<file path="src/rtl/frame_source_ctrl.sv">
// frame_source_ctrl: turns a start command into N frames of L words read from a 1-cycle-latency source,
// presented on a valid/ready stream through a 2-entry skid FIFO with per-word last tags.
module frame_source_ctrl #(
   parameter int DATA_WIDTH = 8,
   parameter int LEN_WIDTH  = 16,
   parameter int CNT_WIDTH  = 16,
   parameter int GAP_WIDTH  = 8
) (
   input  logic                  i_clk,
   input  logic                  i_rst,
   input  logic                  i_start,
   input  logic [LEN_WIDTH-1:0]  i_frame_len,
   input  logic [CNT_WIDTH-1:0]  i_frame_count,
   input  logic [GAP_WIDTH-1:0]  i_gap,
   input  logic                  i_abort,
   output logic                  o_src_enable,
   input  logic [DATA_WIDTH-1:0] i_src_data,
   input  logic                  i_src_valid,
   output logic [DATA_WIDTH-1:0] o_data,
   output logic                  o_valid,
   input  logic                  i_ready,
   output logic                  o_last,
   output logic                  o_busy,
   output logic                  o_done
);
   typedef enum logic [2:0] {IDLE, RUN, GAP, DRAIN, DONE} state_t;
   state_t                state_q, state_d;
   logic [LEN_WIDTH-1:0]  len_q, len_d, word_q, word_d;
   logic [CNT_WIDTH-1:0]  cnt_q, cnt_d, frame_q, frame_d;
   logic [GAP_WIDTH-1:0]  gap_q, gap_d, gcnt_q, gcnt_d;
   logic                  infl_q, infl_d, infl_last_q, infl_last_d;
   logic [DATA_WIDTH:0]   mem_q [2];
   logic                  rd_q, rd_d, wr_q, wr_d;
   logic [1:0]            occ_q, occ_d;
   logic                  pop, push, kill, word_last, frame_last;
   logic [2:0]            room;

   assign o_valid = occ_q != 2'd0;
   assign o_data  = o_valid ? mem_q[rd_q][DATA_WIDTH-1:0] : '0;
   assign o_last  = o_valid & mem_q[rd_q][DATA_WIDTH];
   assign o_busy  = state_q != IDLE;
   assign o_done  = state_q == DONE;

   always_comb begin
      pop          = o_valid & i_ready;
      push         = infl_q & i_src_valid;
      kill         = i_abort && (state_q != IDLE);
      // the in-flight word already owns a FIFO slot, so it counts against the 2-entry limit
      room         = 3'(occ_q) + 3'(infl_q) - 3'(pop);
      o_src_enable = (state_q == RUN) && (room < 3'd2) && !i_abort;
      word_last    = word_q == len_q - LEN_WIDTH'(1);
      frame_last   = frame_q == cnt_q - CNT_WIDTH'(1);
      occ_d        = occ_q + 2'(push) - 2'(pop);
      rd_d         = kill ? 1'b0 : rd_q ^ pop;
      wr_d         = kill ? 1'b0 : wr_q ^ push;
      infl_d       = o_src_enable;
      infl_last_d  = word_last;
      state_d      = state_q;
      len_d        = len_q;
      cnt_d        = cnt_q;
      gap_d        = gap_q;
      word_d       = word_q;
      frame_d      = frame_q;
      gcnt_d       = gcnt_q;
      case (state_q)
         IDLE: if (i_start && !i_abort) begin
            len_d   = i_frame_len;
            cnt_d   = i_frame_count;
            gap_d   = i_gap;
            word_d  = '0;
            frame_d = '0;
            state_d = (i_frame_len == '0 || i_frame_count == '0) ? DONE : RUN;
         end
         RUN: if (o_src_enable) begin
            word_d = word_last ? '0 : word_q + LEN_WIDTH'(1);
            if (word_last) begin
               frame_d = frame_q + CNT_WIDTH'(1);
               gcnt_d  = '0;
               state_d = frame_last ? DRAIN : (gap_q != '0 ? GAP : RUN);
            end
         end
         GAP: begin
            gcnt_d  = gcnt_q + GAP_WIDTH'(1);
            state_d = (gcnt_q == gap_q - GAP_WIDTH'(1)) ? RUN : GAP;
         end
         DRAIN: state_d = (occ_d == 2'd0) ? DONE : DRAIN;
         DONE: state_d = IDLE;
         default: state_d = IDLE;
      endcase
      if (kill) begin
         state_d = IDLE;
         occ_d   = 2'd0;
         infl_d  = 1'b0;
      end
   end

   always_ff @(posedge i_clk) begin
      if (i_rst) begin
         state_q     <= IDLE;
         len_q       <= '0;
         cnt_q       <= '0;
         gap_q       <= '0;
         word_q      <= '0;
         frame_q     <= '0;
         gcnt_q      <= '0;
         infl_q      <= 1'b0;
         infl_last_q <= 1'b0;
         occ_q       <= 2'd0;
         rd_q        <= 1'b0;
         wr_q        <= 1'b0;
         mem_q[0]    <= '0;
         mem_q[1]    <= '0;
      end else begin
         state_q     <= state_d;
         len_q       <= len_d;
         cnt_q       <= cnt_d;
         gap_q       <= gap_d;
         word_q      <= word_d;
         frame_q     <= frame_d;
         gcnt_q      <= gcnt_d;
         infl_q      <= infl_d;
         infl_last_q <= infl_last_d;
         occ_q       <= occ_d;
         rd_q        <= rd_d;
         wr_q        <= wr_d;
         if (push && !kill) mem_q[wr_q] <= {infl_last_q, i_src_data};
      end
   end
endmodule

</file>
<file path="config.mk">
export PLATFORM = sky130hd
export DESIGN_NAME = frame_source_ctrl
export DESIGN_NICKNAME = d
export VERILOG_FILES = /design/src/rtl/frame_source_ctrl.sv
export SDC_FILE = /design/constraint.sdc
export NUM_CORES = 1
export LEC_CHECK = 0
export CAP_MARGIN = 5
export CORE_MARGIN = 2
export CORE_UTILIZATION = 29
export DETAILED_ROUTE_END_ITERATION = 8
export GPL_TIMING_DRIVEN = 0
export HOLD_SLACK_MARGIN = 0.03
export PLACE_DENSITY = 0.52
export SETUP_SLACK_MARGIN = 0.5
export SYNTH_ARGS = -nofsm -noshare
export SYNTH_HDL_FRONTEND = slang
export SYNTH_SLANG_ARGS = --single-unit
</file>
<file path="constraint.sdc">
create_clock -name i_clk -period 4.2 [get_ports i_clk]
set_clock_uncertainty 0.05 [all_clocks]
set_input_delay 1.05 -clock i_clk [delete_from_list [all_inputs] [get_ports i_clk]]
set_output_delay 1.05 -clock i_clk [all_outputs]
set_load 0.01 [all_outputs]
</file>
==> results.toml, run 1 <==
[place]
place_congestion = 0.779
dp.cells = 1080
dp_hpwl_mm = 11.8
port_buffers = 66

[clocking]
postCtsHoldBufs = 0
insertion_delay_ps = 360
clock-root-buffer = "clkbuf_16"
cts_tree = "yes"
clkTransAtPathRegs_ps = 70
clock_path_buffers = 2
htree_levels = 3
cts_sinks = 107
cts_buffers = 9

[logic_synthesis]
ys_seq_elements = 107
synth_edf_count = 18
synth_compound_area_frac = 0.121
synthSimpleGateAreaFrac = 0.308
syn_area_sq_um = 6040
synth-xor-area-share = 0.109
ys_warn_count = 0
synth_nets = 808
ys_seq_area_frac = 0.384
muxShareOfSynthArea = 0.0201
synthCells = 744
synth_cell_types = 62
synth_async_sr_flop_share = 0
synthAdderAreaFrac = 0.0220
synth_area_per_cell_sq_um = 8.12
synth_top_family_by_area = "simple AND/OR/NAND/NOR gates"
yosys_most_used_dff = "dfxtp_1"

[critical_path]
endpoint_kind = "output port"
cp_num_buf_inv = 3
crit_top_cell = "buf_6"
required_ps = 3100
path_max_fanout = 2
reg2reg_to = "word_q[10]"
worstPathArrival_ps = 2820
startpoint_type = "primary input"
reg2reg_from = "occ_q[1]"
max_stage_delay_ps = 510
critPathKind = "in2out"
crit_family = "simple AND/OR/NAND/NOR gates"
crit_slowest_cell = "fa_2"
cp_cell_sequence = "buf_6 -> nor2b_4 -> ha_4 -> nand2b_4 -> fa_2 -> or4b_4 -> inv_4 -> buf_6"
reg2reg_slack_ps = 820
r2r_cells = 13

[sta]
relSlewSlack = 0.288
setup-violations-final = 0
max_freq_mhz = 255
setup-tns-final_ps = 0
maxSlewViolCount = 0
grt_setup_unrepaired = "true"
hold_viol = 0
period_share = 0.933
worst_pin_slew_ps = 1060
layout_min_cycle_time_ps = 3920
whs_ps = 424

[grt]
grt_max_degree = 21
antenna_found_initial = 0
grt_pass1_wl_mm = 25.6
grtUsageTotal = 0.146
gr-total-overflow = 0
grt_pass1_vias = 5039

[job]
maxCapViolCount = 0

[min_path]
min_from = "gap_q[1]"
hold_path.class = "reg2reg"
whs_path_depth = 2
hold_end = "gap_q[1]"

[drt]
via_count = 5255
postRouteAntennaNets = 0
drtIter0Drc = 218
routed_wl_mm = 15.5
via_per_inst = 4.79
first_pass_iters = 4
wire_per_inst_um = 14.2
drc_errors = 0

[floorplan]
ioPinCount = 67
num_rows = 52
start_util = 0.297
placeableCoreArea_sq_um = 20400
die_area_sq_um = 22000
die_w_um = 148
dieHeight_um = 148

[cells_and_area]
fin_nets = 887
final_cell_count_no_fill = 1098
antenna_cells = 0
drive_above_1_share = 0.0700
area_growth_pct = 22.7
n_fill_cell = 2149
regArea_sq_um = 2320
multi_input_area_sq_um = 3560

[pwr]
p_per_area_nw_per_um2 = 350
irDropWorstVdd_mv = 0.172
leakage_nw = 2.56
finalPower_w = 0.00260

[outcome]
status = "finished, final reports clean"
-- state kept, by name, summed over array words and instances (netlist names), 2 cells and up --
name and flops:
cnt_q 16, frame_q 16, state_q 3, gap_q 8, occ_q 2, mem_q 18, len_q 16, word_q 16
gcnt_q 8
-- cell families after synthesis --
family | count (synthesis)
multiplexers | 12
AO/OA/AOI/OAI | 122
buffers and inverters | 54
AND/OR/NAND/NOR | 364
XOR/XNOR | 75
adder cells (fa/ha/maj) | 10
flip-flops | 107
-- worst max path at each step --
stage / from / to / depth (start not counted)
finish: i_ready / o_src_enable / 8
global route: i_ready / o_src_enable / 8
floorplan: i_ready / o_src_enable / 7
global placement: i_ready / o_src_enable / 9
detailed placement: i_ready / o_src_enable / 9
CTS: i_ready / o_src_enable / 9
-- placed cells by master (no fill, tap or decap), types with 12 or more instances in the layout --
cell,netlist,routed
nor3_1,16,16
nand4_1,13,13
nand3_1,13,13
edfxtp_1,18,18
o21ai_0,22,22
clkdlybuf4s50_1,0,64
clkbuf_1,32,30
or3_1,16,16
and2_1,24,24
nor2_1,67,67
inv_1,17,16
dfxtp_1,89,89
xor2_1,26,26
and3_1,12,12
a21oi_1,66,66
nand2_1,121,120
xnor2_1,49,49
nor4_1,19,18
-- cell usage after synthesis, types with 2 or more instances --
| cell type | number | share of area |
|---|---|---|
| nand2_1 | 121 | 0.075 |
| dfxtp_1 | 89 | 0.29 |
| nor2_1 | 67 | 0.042 |
| a21oi_1 | 66 | 0.055 |
| xnor2_1 | 49 | 0.071 |
| clkbuf_1 | 32 | 0.020 |
| xor2_1 | 26 | 0.038 |
| and2_1 | 24 | 0.025 |
| o21ai_0 | 22 | 0.018 |
| nor4_1 | 19 | 0.020 |
| edfxtp_1 | 18 | 0.089 |
| inv_1 | 17 | 0.011 |
| nor3_1 | 16 | 0.013 |
| or3_1 | 16 | 0.017 |
| nand3_1 | 13 | 0.011 |
| nand4_1 | 13 | 0.013 |
| and3_1 | 12 | 0.012 |
| mux2i_1 | 11 | 0.018 |
| or4_1 | 11 | 0.014 |
| nand2b_1 | 10 | 0.010 |
| or2_2 | 10 | 0.010 |
| ha_1 | 9 | 0.019 |
| nor2b_1 | 7 | 0.0072 |
| o31ai_1 | 7 | 0.0087 |
| a31oi_1 | 6 | 0.0062 |
| nand3b_1 | 5 | 0.0062 |
| buf_2 | 4 | 0.0033 |
| nor3b_1 | 4 | 0.0050 |
| a211oi_1 | 3 | 0.0037 |
| and3b_1 | 2 | 0.0029 |
| nor4b_1 | 2 | 0.0029 |
| o211ai_1 | 2 | 0.0025 |
| or3b_2 | 2 | 0.0029 |
-- metal layers --
metal | up-vias | routed length [um] | track usage
met4 | 0 | 79 | 0.0329
met3 | 6 | 552 | 0.0334
met1 | 2417 | 7910 | 0.203
met2 | 82 | 7000 | 0.232
li1 | 2750 | - | -
met5 | - | 0 | 0
-- per-stage QoR --
stage / utilization / setup slack, ps / area, sq um
3_3_place_gp: 0.346 / -694 / 7050
4_1_cts: 0.363 / 219 / 7400
5_1_grt: 0.364 / 239 / 7410
6_report: 0.364 / 281 / 7410
3_5_place_dp: 0.346 / -717 / 7050
2_1_floorplan: - / 381 / 6050
-- worst min-delay path, cell delays in order, from the launching register on --
cell     delay (ps)
dfxtp_1         320
nand2_1          50
a21oi_1          50
-- where the power goes --
group	switching, W	total (W)	internal (W)	leakage, nW
Combinational	0.000341	0.000621	0.000280	1.51
Sequential	0.0000396	0.00112	0.00108	0.907
Clock	0.000435	0.000856	0.000421	0.143
Total	0.000816	0.00260	0.00178	2.56
-- layout make-up --
| type | instances | area share |
|---|---|---|
| plain buffers | 37 | 0.0211 |
| clock buffers | 9 | 0.0304 |
| clock inverters | 7 | 0.00979 |
| inverters | 17 | 0.00894 |
| multi-input cells | 583 | 0.480 |
| flip-flops and latches | 107 | 0.313 |
| well taps | 270 | 0.0456 |
| repair buffers | 68 | 0.0915 |
-- what timing repair did --
item | in CTS | in global routing
endpoints found under the hold margin | 0 | 0
buffers inserted | 2 | 0
pin swaps | 3 | 3
endpoints found under the setup margin | 44 | 24
resized for setup | 15 | 7
gates cloned | 0 | 0
(Power assumes the default switching activity.)
==> run 2, diff against run 1 <==
--- a/config.mk
+++ b/config.mk
@@ -9,6 +9,7 @@
 export CORE_MARGIN = 2
 export CORE_UTILIZATION = 29
 export DETAILED_ROUTE_END_ITERATION = 8
+export GPL_ROUTABILITY_DRIVEN = 0
 export GPL_TIMING_DRIVEN = 0
 export HOLD_SLACK_MARGIN = 0.03
 export PLACE_DENSITY = 0.52
==> results of run 2 <==
Same layout as run 1: the final DEF is identical, and so are final timing and power.
==> run 3, diff against run 2 <==
--- a/config.mk
+++ b/config.mk
@@ -5,6 +5,7 @@
 export SDC_FILE = /design/constraint.sdc
 export NUM_CORES = 1
 export LEC_CHECK = 0
+export ABC_CLOCK_PERIOD_IN_PS = 4200
 export CAP_MARGIN = 5
 export CORE_MARGIN = 2
 export CORE_UTILIZATION = 29
==> results of run 3 <==
Same layout as run 1: the final DEF is identical, and so are final timing and power.
